===== config.mk =====
export PLATFORM = sky130hd
export DESIGN_NAME = decode_stage_flat
export DESIGN_NICKNAME = d
export VERILOG_FILES = /design/src/rtl/decode_stage_if.sv /design/src/rtl/decode_stage.sv /design/src/flat_wrapper.sv
export SDC_FILE = /design/constraint.sdc
export NUM_CORES = 2
export LEC_CHECK = 0
export CAP_MARGIN = 0
export CORE_ASPECT_RATIO = 0.8
export CORE_MARGIN = 3
export CORE_UTILIZATION = 57
export DETAILED_ROUTE_END_ITERATION = 6
export HOLD_SLACK_MARGIN = 0.15
export PLACE_DENSITY_LB_ADDON = 0.08
export SLEW_MARGIN = 0
export SYNTH_ARGS = -nofsm -noshare
export SYNTH_HDL_FRONTEND = slang
export SYNTH_SLANG_ARGS = --single-unit

===== constraint.sdc =====
create_clock -name clk -period 6.3 [get_ports clk]
set_input_delay 0.945 -clock clk [delete_from_list [all_inputs] [get_ports clk]]
set_output_delay 0.945 -clock clk [all_outputs]
set_load 0.01 [all_outputs]

===== src/rtl/decode_stage_if.sv =====
// decode_stage_if
// Groups the D pipeline register inputs, the E/M/W forwarding sources, the
// W-stage register-file write port, the bubble control, the combinational
// source IDs and the E pipeline register outputs of the decode stage.
//   slave  : the decode stage's view (D/fwd/W/bubble in, d_src*/E_* out)
//   master : the driving environment's view (mirror image of slave)
interface decode_stage_if;
   logic [3:0]  D_icode, D_ifun, D_rA, D_rB;
   logic [63:0] D_valC, D_valP;
   logic [1:0]  D_stat;
   logic [3:0]  e_dstE;
   logic [63:0] e_valE;
   logic [3:0]  M_dstE, M_dstM;
   logic [63:0] M_valE, m_valM;
   logic [3:0]  W_dstE, W_dstM;
   logic [63:0] W_valE, W_valM;
   logic        E_bubble;
   logic [3:0]  d_srcA, d_srcB;
   logic [3:0]  E_icode, E_ifun;
   logic [63:0] E_valC, E_valA, E_valB;
   logic [3:0]  E_dstE, E_dstM, E_srcA, E_srcB;
   logic [1:0]  E_stat;

   modport slave (
      input  D_icode, D_ifun, D_rA, D_rB, D_valC, D_valP, D_stat,
      input  e_dstE, e_valE, M_dstE, M_dstM, M_valE, m_valM,
      input  W_dstE, W_dstM, W_valE, W_valM, E_bubble,
      output d_srcA, d_srcB,
      output E_icode, E_ifun, E_valC, E_valA, E_valB,
      output E_dstE, E_dstM, E_srcA, E_srcB, E_stat
   );

   modport master (
      output D_icode, D_ifun, D_rA, D_rB, D_valC, D_valP, D_stat,
      output e_dstE, e_valE, M_dstE, M_dstM, M_valE, m_valM,
      output W_dstE, W_dstM, W_valE, W_valM, E_bubble,
      input  d_srcA, d_srcB,
      input  E_icode, E_ifun, E_valC, E_valA, E_valB,
      input  E_dstE, E_dstM, E_srcA, E_srcB, E_stat
   );
endinterface


===== src/rtl/decode_stage.sv =====
// decode_stage
// Decode / write-back stage of the pipelined Y86-64 core. Decodes the D
// register into source/destination register IDs, reads operands from the
// 15 x 64-bit register file (written from W), optionally forwards operands
// from the e/M/W stages, and loads the E pipeline register.
// Ports:
//   clk    : stage clock, all state changes on the rising edge
//   rst_n  : synchronous active-low reset (clears rf, loads bubble into E)
//   bus    : decode_stage_if.slave (D inputs, forwarding sources, W write
//            port, E_bubble, d_srcA/d_srcB, E register outputs)
// Configuration macro:
//   DECODE_FWD_EN : when defined, valA/valB use the e/M/W forwarding chain;
//                   otherwise operands come from the register file only.
module decode_stage #(
   parameter logic [3:0] RNONE = 4'hF,
   parameter logic [3:0] RRSP  = 4'h4
) (
   input logic          clk,
   input logic          rst_n,
   decode_stage_if.slave bus
);

   logic [63:0] rf [0:14];
   logic [3:0]  src_a, src_b, dst_e, dst_m;
   logic [63:0] rf_a, rf_b, val_a, val_b;

   // Register IDs derived from the instruction code
   always_comb begin
      src_a = RNONE;
      src_b = RNONE;
      dst_e = RNONE;
      dst_m = RNONE;
      case (bus.D_icode)
         4'h2, 4'h4, 4'h6, 4'hA: src_a = bus.D_rA;
         4'h9, 4'hB:             src_a = RRSP;
         default:                src_a = RNONE;
      endcase
      case (bus.D_icode)
         4'h4, 4'h5, 4'h6:       src_b = bus.D_rB;
         4'h8, 4'h9, 4'hA, 4'hB: src_b = RRSP;
         default:                src_b = RNONE;
      endcase
      case (bus.D_icode)
         4'h2, 4'h3, 4'h6:       dst_e = bus.D_rB;
         4'h8, 4'h9, 4'hA, 4'hB: dst_e = RRSP;
         default:                dst_e = RNONE;
      endcase
      case (bus.D_icode)
         4'h5, 4'hB:             dst_m = bus.D_rA;
         default:                dst_m = RNONE;
      endcase
   end

   assign bus.d_srcA = src_a;
   assign bus.d_srcB = src_b;

   // Register 15 has no storage, so its reads are tied to zero
   assign rf_a = (src_a == 4'hF) ? 64'd0 : rf[src_a];
   assign rf_b = (src_b == 4'hF) ? 64'd0 : rf[src_b];

   // Operand selection; call/jump carry the return address in valA, and a
   // missing source always reads as zero so it never picks up a forward
   always_comb begin
      val_a = 64'd0;
      if (bus.D_icode == 4'h7 || bus.D_icode == 4'h8)
         val_a = bus.D_valP;
      else if (src_a == RNONE)
         val_a = 64'd0;
`ifdef DECODE_FWD_EN
      else if (src_a == bus.e_dstE) val_a = bus.e_valE;
      else if (src_a == bus.M_dstM) val_a = bus.m_valM;
      else if (src_a == bus.M_dstE) val_a = bus.M_valE;
      else if (src_a == bus.W_dstM) val_a = bus.W_valM;
      else if (src_a == bus.W_dstE) val_a = bus.W_valE;
`endif
      else
         val_a = rf_a;
   end

   always_comb begin
      val_b = 64'd0;
      if (src_b == RNONE)
         val_b = 64'd0;
`ifdef DECODE_FWD_EN
      else if (src_b == bus.e_dstE) val_b = bus.e_valE;
      else if (src_b == bus.M_dstM) val_b = bus.m_valM;
      else if (src_b == bus.M_dstE) val_b = bus.M_valE;
      else if (src_b == bus.W_dstM) val_b = bus.W_valM;
      else if (src_b == bus.W_dstE) val_b = bus.W_valE;
`endif
      else
         val_b = rf_b;
   end

`ifndef DECODE_FWD_EN
   // Without forwarding the e/M sources are architecturally ignored
   logic unused_fwd;
   assign unused_fwd = ^{bus.e_dstE, bus.e_valE, bus.M_dstE, bus.M_dstM,
                         bus.M_valE, bus.m_valM};
`endif

   // Register file: the M port is written last so popq %rsp keeps the
   // loaded value when both ports name the same register
   always_ff @(posedge clk) begin
      if (!rst_n) begin
         for (int i = 0; i < 15; i++) rf[i] <= 64'd0;
      end else begin
         if (bus.W_dstE != RNONE && bus.W_dstE != 4'hF)
            rf[bus.W_dstE] <= bus.W_valE;
         if (bus.W_dstM != RNONE && bus.W_dstM != 4'hF)
            rf[bus.W_dstM] <= bus.W_valM;
      end
   end

   // E pipeline register; reset and bubble both insert a nop
   always_ff @(posedge clk) begin
      if (!rst_n || bus.E_bubble) begin
         bus.E_icode <= 4'h1;
         bus.E_ifun  <= 4'h0;
         bus.E_valC  <= 64'd0;
         bus.E_valA  <= 64'd0;
         bus.E_valB  <= 64'd0;
         bus.E_dstE  <= RNONE;
         bus.E_dstM  <= RNONE;
         bus.E_srcA  <= RNONE;
         bus.E_srcB  <= RNONE;
         bus.E_stat  <= 2'd0;
      end else begin
         bus.E_icode <= bus.D_icode;
         bus.E_ifun  <= bus.D_ifun;
         bus.E_valC  <= bus.D_valC;
         bus.E_valA  <= val_a;
         bus.E_valB  <= val_b;
         bus.E_dstE  <= dst_e;
         bus.E_dstM  <= dst_m;
         bus.E_srcA  <= src_a;
         bus.E_srcB  <= src_b;
         bus.E_stat  <= bus.D_stat;
      end
   end

endmodule


===== src/flat_wrapper.sv =====
// flat-port wrapper written by rule: the top's interface ports become plain ports
module decode_stage_flat 
#(
   parameter logic [3:0] RNONE = 4'hF,
   parameter logic [3:0] RRSP  = 4'h4
)
  (clk, rst_n, bus_D_icode, bus_D_ifun, bus_D_rA, bus_D_rB, bus_D_valC, bus_D_valP, bus_D_stat, bus_e_dstE, bus_e_valE, bus_M_dstE, bus_M_dstM, bus_M_valE, bus_m_valM, bus_W_dstE, bus_W_dstM, bus_W_valE, bus_W_valM, bus_E_bubble, bus_d_srcA, bus_d_srcB, bus_E_icode, bus_E_ifun, bus_E_valC, bus_E_valA, bus_E_valB, bus_E_dstE, bus_E_dstM, bus_E_srcA, bus_E_srcB, bus_E_stat);
  decode_stage_if bus_i ();
  input logic clk;
  input logic rst_n;
  input wire logic [$bits(bus_i.D_icode)-1:0] bus_D_icode;
  input wire logic [$bits(bus_i.D_ifun)-1:0] bus_D_ifun;
  input wire logic [$bits(bus_i.D_rA)-1:0] bus_D_rA;
  input wire logic [$bits(bus_i.D_rB)-1:0] bus_D_rB;
  input wire logic [$bits(bus_i.D_valC)-1:0] bus_D_valC;
  input wire logic [$bits(bus_i.D_valP)-1:0] bus_D_valP;
  input wire logic [$bits(bus_i.D_stat)-1:0] bus_D_stat;
  input wire logic [$bits(bus_i.e_dstE)-1:0] bus_e_dstE;
  input wire logic [$bits(bus_i.e_valE)-1:0] bus_e_valE;
  input wire logic [$bits(bus_i.M_dstE)-1:0] bus_M_dstE;
  input wire logic [$bits(bus_i.M_dstM)-1:0] bus_M_dstM;
  input wire logic [$bits(bus_i.M_valE)-1:0] bus_M_valE;
  input wire logic [$bits(bus_i.m_valM)-1:0] bus_m_valM;
  input wire logic [$bits(bus_i.W_dstE)-1:0] bus_W_dstE;
  input wire logic [$bits(bus_i.W_dstM)-1:0] bus_W_dstM;
  input wire logic [$bits(bus_i.W_valE)-1:0] bus_W_valE;
  input wire logic [$bits(bus_i.W_valM)-1:0] bus_W_valM;
  input wire logic [$bits(bus_i.E_bubble)-1:0] bus_E_bubble;
  output wire logic [$bits(bus_i.d_srcA)-1:0] bus_d_srcA;
  output wire logic [$bits(bus_i.d_srcB)-1:0] bus_d_srcB;
  output wire logic [$bits(bus_i.E_icode)-1:0] bus_E_icode;
  output wire logic [$bits(bus_i.E_ifun)-1:0] bus_E_ifun;
  output wire logic [$bits(bus_i.E_valC)-1:0] bus_E_valC;
  output wire logic [$bits(bus_i.E_valA)-1:0] bus_E_valA;
  output wire logic [$bits(bus_i.E_valB)-1:0] bus_E_valB;
  output wire logic [$bits(bus_i.E_dstE)-1:0] bus_E_dstE;
  output wire logic [$bits(bus_i.E_dstM)-1:0] bus_E_dstM;
  output wire logic [$bits(bus_i.E_srcA)-1:0] bus_E_srcA;
  output wire logic [$bits(bus_i.E_srcB)-1:0] bus_E_srcB;
  output wire logic [$bits(bus_i.E_stat)-1:0] bus_E_stat;
  assign bus_i.D_icode = bus_D_icode;
  assign bus_i.D_ifun = bus_D_ifun;
  assign bus_i.D_rA = bus_D_rA;
  assign bus_i.D_rB = bus_D_rB;
  assign bus_i.D_valC = bus_D_valC;
  assign bus_i.D_valP = bus_D_valP;
  assign bus_i.D_stat = bus_D_stat;
  assign bus_i.e_dstE = bus_e_dstE;
  assign bus_i.e_valE = bus_e_valE;
  assign bus_i.M_dstE = bus_M_dstE;
  assign bus_i.M_dstM = bus_M_dstM;
  assign bus_i.M_valE = bus_M_valE;
  assign bus_i.m_valM = bus_m_valM;
  assign bus_i.W_dstE = bus_W_dstE;
  assign bus_i.W_dstM = bus_W_dstM;
  assign bus_i.W_valE = bus_W_valE;
  assign bus_i.W_valM = bus_W_valM;
  assign bus_i.E_bubble = bus_E_bubble;
  assign bus_d_srcA = bus_i.d_srcA;
  assign bus_d_srcB = bus_i.d_srcB;
  assign bus_E_icode = bus_i.E_icode;
  assign bus_E_ifun = bus_i.E_ifun;
  assign bus_E_valC = bus_i.E_valC;
  assign bus_E_valA = bus_i.E_valA;
  assign bus_E_valB = bus_i.E_valB;
  assign bus_E_dstE = bus_i.E_dstE;
  assign bus_E_dstM = bus_i.E_dstM;
  assign bus_E_srcA = bus_i.E_srcA;
  assign bus_E_srcB = bus_i.E_srcB;
  assign bus_E_stat = bus_i.E_stat;
  decode_stage #(.RNONE(RNONE), .RRSP(RRSP)) u_core (.clk(clk), .rst_n(rst_n), .bus(bus_i));
endmodule

==> impl_metrics.ini <==
[critical_path]
critPathRequiredTime_ps = 5350
regToRegEndpoint = u_core.bus.E_valB[55]
crit_fanout = 83
crit_end = bus_d_srcB[1]
path_common_cell = clkdlybuf4s50_1
arrival_ps = 3590
worstPathCellList = clkdlybuf4s50_1, and2_1, o31ai_4, buf_4, inv_8, clkdlybuf4s50_1
rr_startpoint = u_core.rf[13][55]
rrSetupSlack_ps = 4350
startpoint = bus_D_icode[0]
end_kind = output port
crit_type = in2out
reg2regPathDepth = 6
crit_slowest_cell = clkdlybuf4s50_1
cp_slowest_stage_delay_ps = 680
critPathLaunchType = input pin

[synthesis]
async_flop_share = 0
synth_top_area_cell = edfxtp_1
yosysWarnings = 0
synth_area_sq_um = 65300
synth.top_cells.by_count = 1024 x edfxtp_1, 960 x a22o_1, 887 x nand2_1
synth-simple-area-share = 0.112
synth.avg_cell_area_sq_um = 10.7
ys_ff_latch = 1242
yosysSeqAreaShare = 0.538
synth_edf_count = 1024
synthAdderAreaFrac = 0
synth.area.mux_share = 0.0402
yosys.cell_types.count = 63
syn_inst = 6084
yosysTopAreaCellShare = 0.471
synth_compound_area_frac = 0.260
synth_ff_type = edfxtp_1
synth.most_common_cell = edfxtp_1
synth_xor_area_frac = 0
yosys-top-cells-area = edfxtp_1 47%, a22o_1 13%, dfxtp_1 6.7%
synth_top_family_by_area = compound AO/OA/AOI/OAI gates

[placement]
place_congestion = 0.918
portBuffers = 510
dp.final_hpwl_um = 145000

[floorplan]
start_util = 0.577
core_region_area_sq_um = 113000
std_cell_rows = 110
dieWidth_um = 384
die_y_um = 309
dieArea_sq_um = 119000
io_pins = 715

[sta]
hold_viol = 0
fmax_ghz = 0.221
period_needed_ps = 4530
setup_viol = 0
finalMaxSlewViolations = 0
worstMarginPinSlew_ps = 1400
fin_skew_ps = 33.0
fin_crit_sh = 0.719
relSlewSlack = 0.0669
finalSetupTns_ps = 0
rsz0062_at_grt = false

[grt]
first_global_vias = 56700
busiest_layer = met2
met3_usage = 0.205
grt_antenna_before_repair = 23
grt_use_met1 = 0.586
grt_pass1_wl_um = 393000
grt_usage = 0.458
grt_max_degree = 143
overflow = 0
met2_usage = 0.644

[route]
first_pass_iters = 7
ant_nets = 0
wire_per_inst_um = 36.3
drtIter0Drc = 11800
via_count = 60600
avgViaCountPerCell = 7.80
drc = 51
drt_wl_total_um = 282000

[finish]
layout-drive-gt1-share = 0.0760
area_delta_synth_final_pct = 15.8
multi_input_area_sq_um = 27600
regArea_sq_um = 35100
fill_cells = 8519
nets = 6632

[cts]
htree_num_levels = 4
clock_latency_ps = 810
cts_root_buf = clkbuf_16
cts_inserted_buffers = 130
clkSinkCount = 1242
path_clk_slew_ps = 60
cts_setup_buffers = 0
cts_resized = 0
holdBufCountCts = 0
clockBufferDepth = 3
cts_tree = done

[pwr]
power_frac_seq = 0.476
p_switching_mw = 5.70
vdd_drop_max_mv = 0.235
powerDensity_nw_per_um2 = 274
p_int_mw = 15.0
power.share.clock = 0.375
total_power_mw = 20.7
p_leak_nw = 27.4
p_comb_frac = 0.149
swShare = 0.275

[hold_path]
hold_path_depth = 2
hold_path_class = in2reg

[run]
max_cap_viol_count = 0

[run_status]
status = complete, but fails checks
violations = DRC
worst min-delay path by stage:
stage	startpoint	end	slack (ps)
after floorplan	u_core.rf[0][63]	u_core.bus.E_valA[63]	590
after global placement	u_core.rf[2][39]	u_core.bus.E_valB[39]	610
after detailed placement	u_core.rf[2][30]	u_core.bus.E_valB[30]	630
after CTS	bus_D_icode[2]	u_core.bus.E_icode[2]	500
after global routing	bus_D_icode[2]	u_core.bus.E_icode[2]	510
final	bus_D_icode[2]	u_core.bus.E_icode[2]	520
cells by family (layout without fill, tap and decap cells):
family	count (synthesis)	in the layout
AO/OA/AOI/OAI	2172	2172
AND/OR/NAND/NOR	1596	1596
flip-flops	1242	1242
buffers and inverters	811	913
multiplexers	262	262
other	1	79
worst max-delay path, delay by kind of cell:
kind	cells	cell delay (ps)
buffers and inverters	4	1920
and+or+nand+nor	1	550
AOI/OAI and AO/OA	1	70
layer usage:
| metal | up-vias | part of all wire |
|---|---|---|
| li1 | 23800 | - |
| met1 | 28600 | 0.33 |
| met2 | 6669 | 0.41 |
| met3 | 1473 | 0.19 |
| met4 | 20 | 0.066 |
| met5 | - | 0.00055 |
through the flow:
step           cell area, sq um  utilization  worst slack (ps)  hold WS (ps)  instances
4_1_cts                   75600        0.668              1850           505       7761
3_5_place_dp              71400        0.631              1680           631       7523
2_1_floorplan             65600            -              1170           586       6147
6_report                  75600        0.669              1770           524       7776
3_3_place_gp              71400        0.631              1710           613       7523
5_1_grt                   75600        0.668              1780           511       7765
layout by cell type, fill, tap and decap left out, types with 68 or more instances in the layout:
cell type        count
or3_1              122
edfxtp_1          1024
clkdlybuf4s50_1    506
and2_1              77
dfxtp_1            218
a22oi_1             68
a221oi_1           190
a22o_1             960
nand3_1            242
nand2_1            885
mux2i_1            258
buf_4              123
a21oi_1            258
clkbuf_16          142
o21ai_0            171
o22ai_1            187
state kept, by name (all words and copies together) (netlist names):
name and count:
u_core.bus.E_icode 4, u_core.bus.E_stat 2, u_core.bus.E_ifun 4, u_core.rf 1024, u_core.bus.E_valA 64, u_core.bus.E_srcA 4
u_core.bus.E_srcB 4, u_core.bus.E_dstE 4, u_core.bus.E_valC 64, u_core.bus.E_valB 64, u_core.bus.E_dstM 4
layout make-up:
| cell class | instances | share of cell area |
|---|---|---|
| flip-flops and latches | 1242 | 0.464 |
| diodes | 15 | 0.000496 |
| inverters | 11 | 0.000959 |
| clock inverters | 34 | 0.00299 |
| repair buffers | 664 | 0.0882 |
| well taps | 1512 | 0.0250 |
| clock buffers | 204 | 0.0527 |
| multi-input cells | 4094 | 0.365 |
power groups by stage:
stage | Sequential [mW] | Combinational [mW] | Clock, mW
2_1_floorplan | 10.0 | 1.60 | 0
3_3_place_gp | 9.98 | 2.88 | 0
3_5_place_dp | 10.0 | 2.92 | 0
4_1_cts | 9.84 | 2.94 | 7.72
5_1_grt | 9.92 | 3.16 | 8.05
6_report | 9.87 | 3.10 | 7.76
Power figures use the tool's default switching activity.
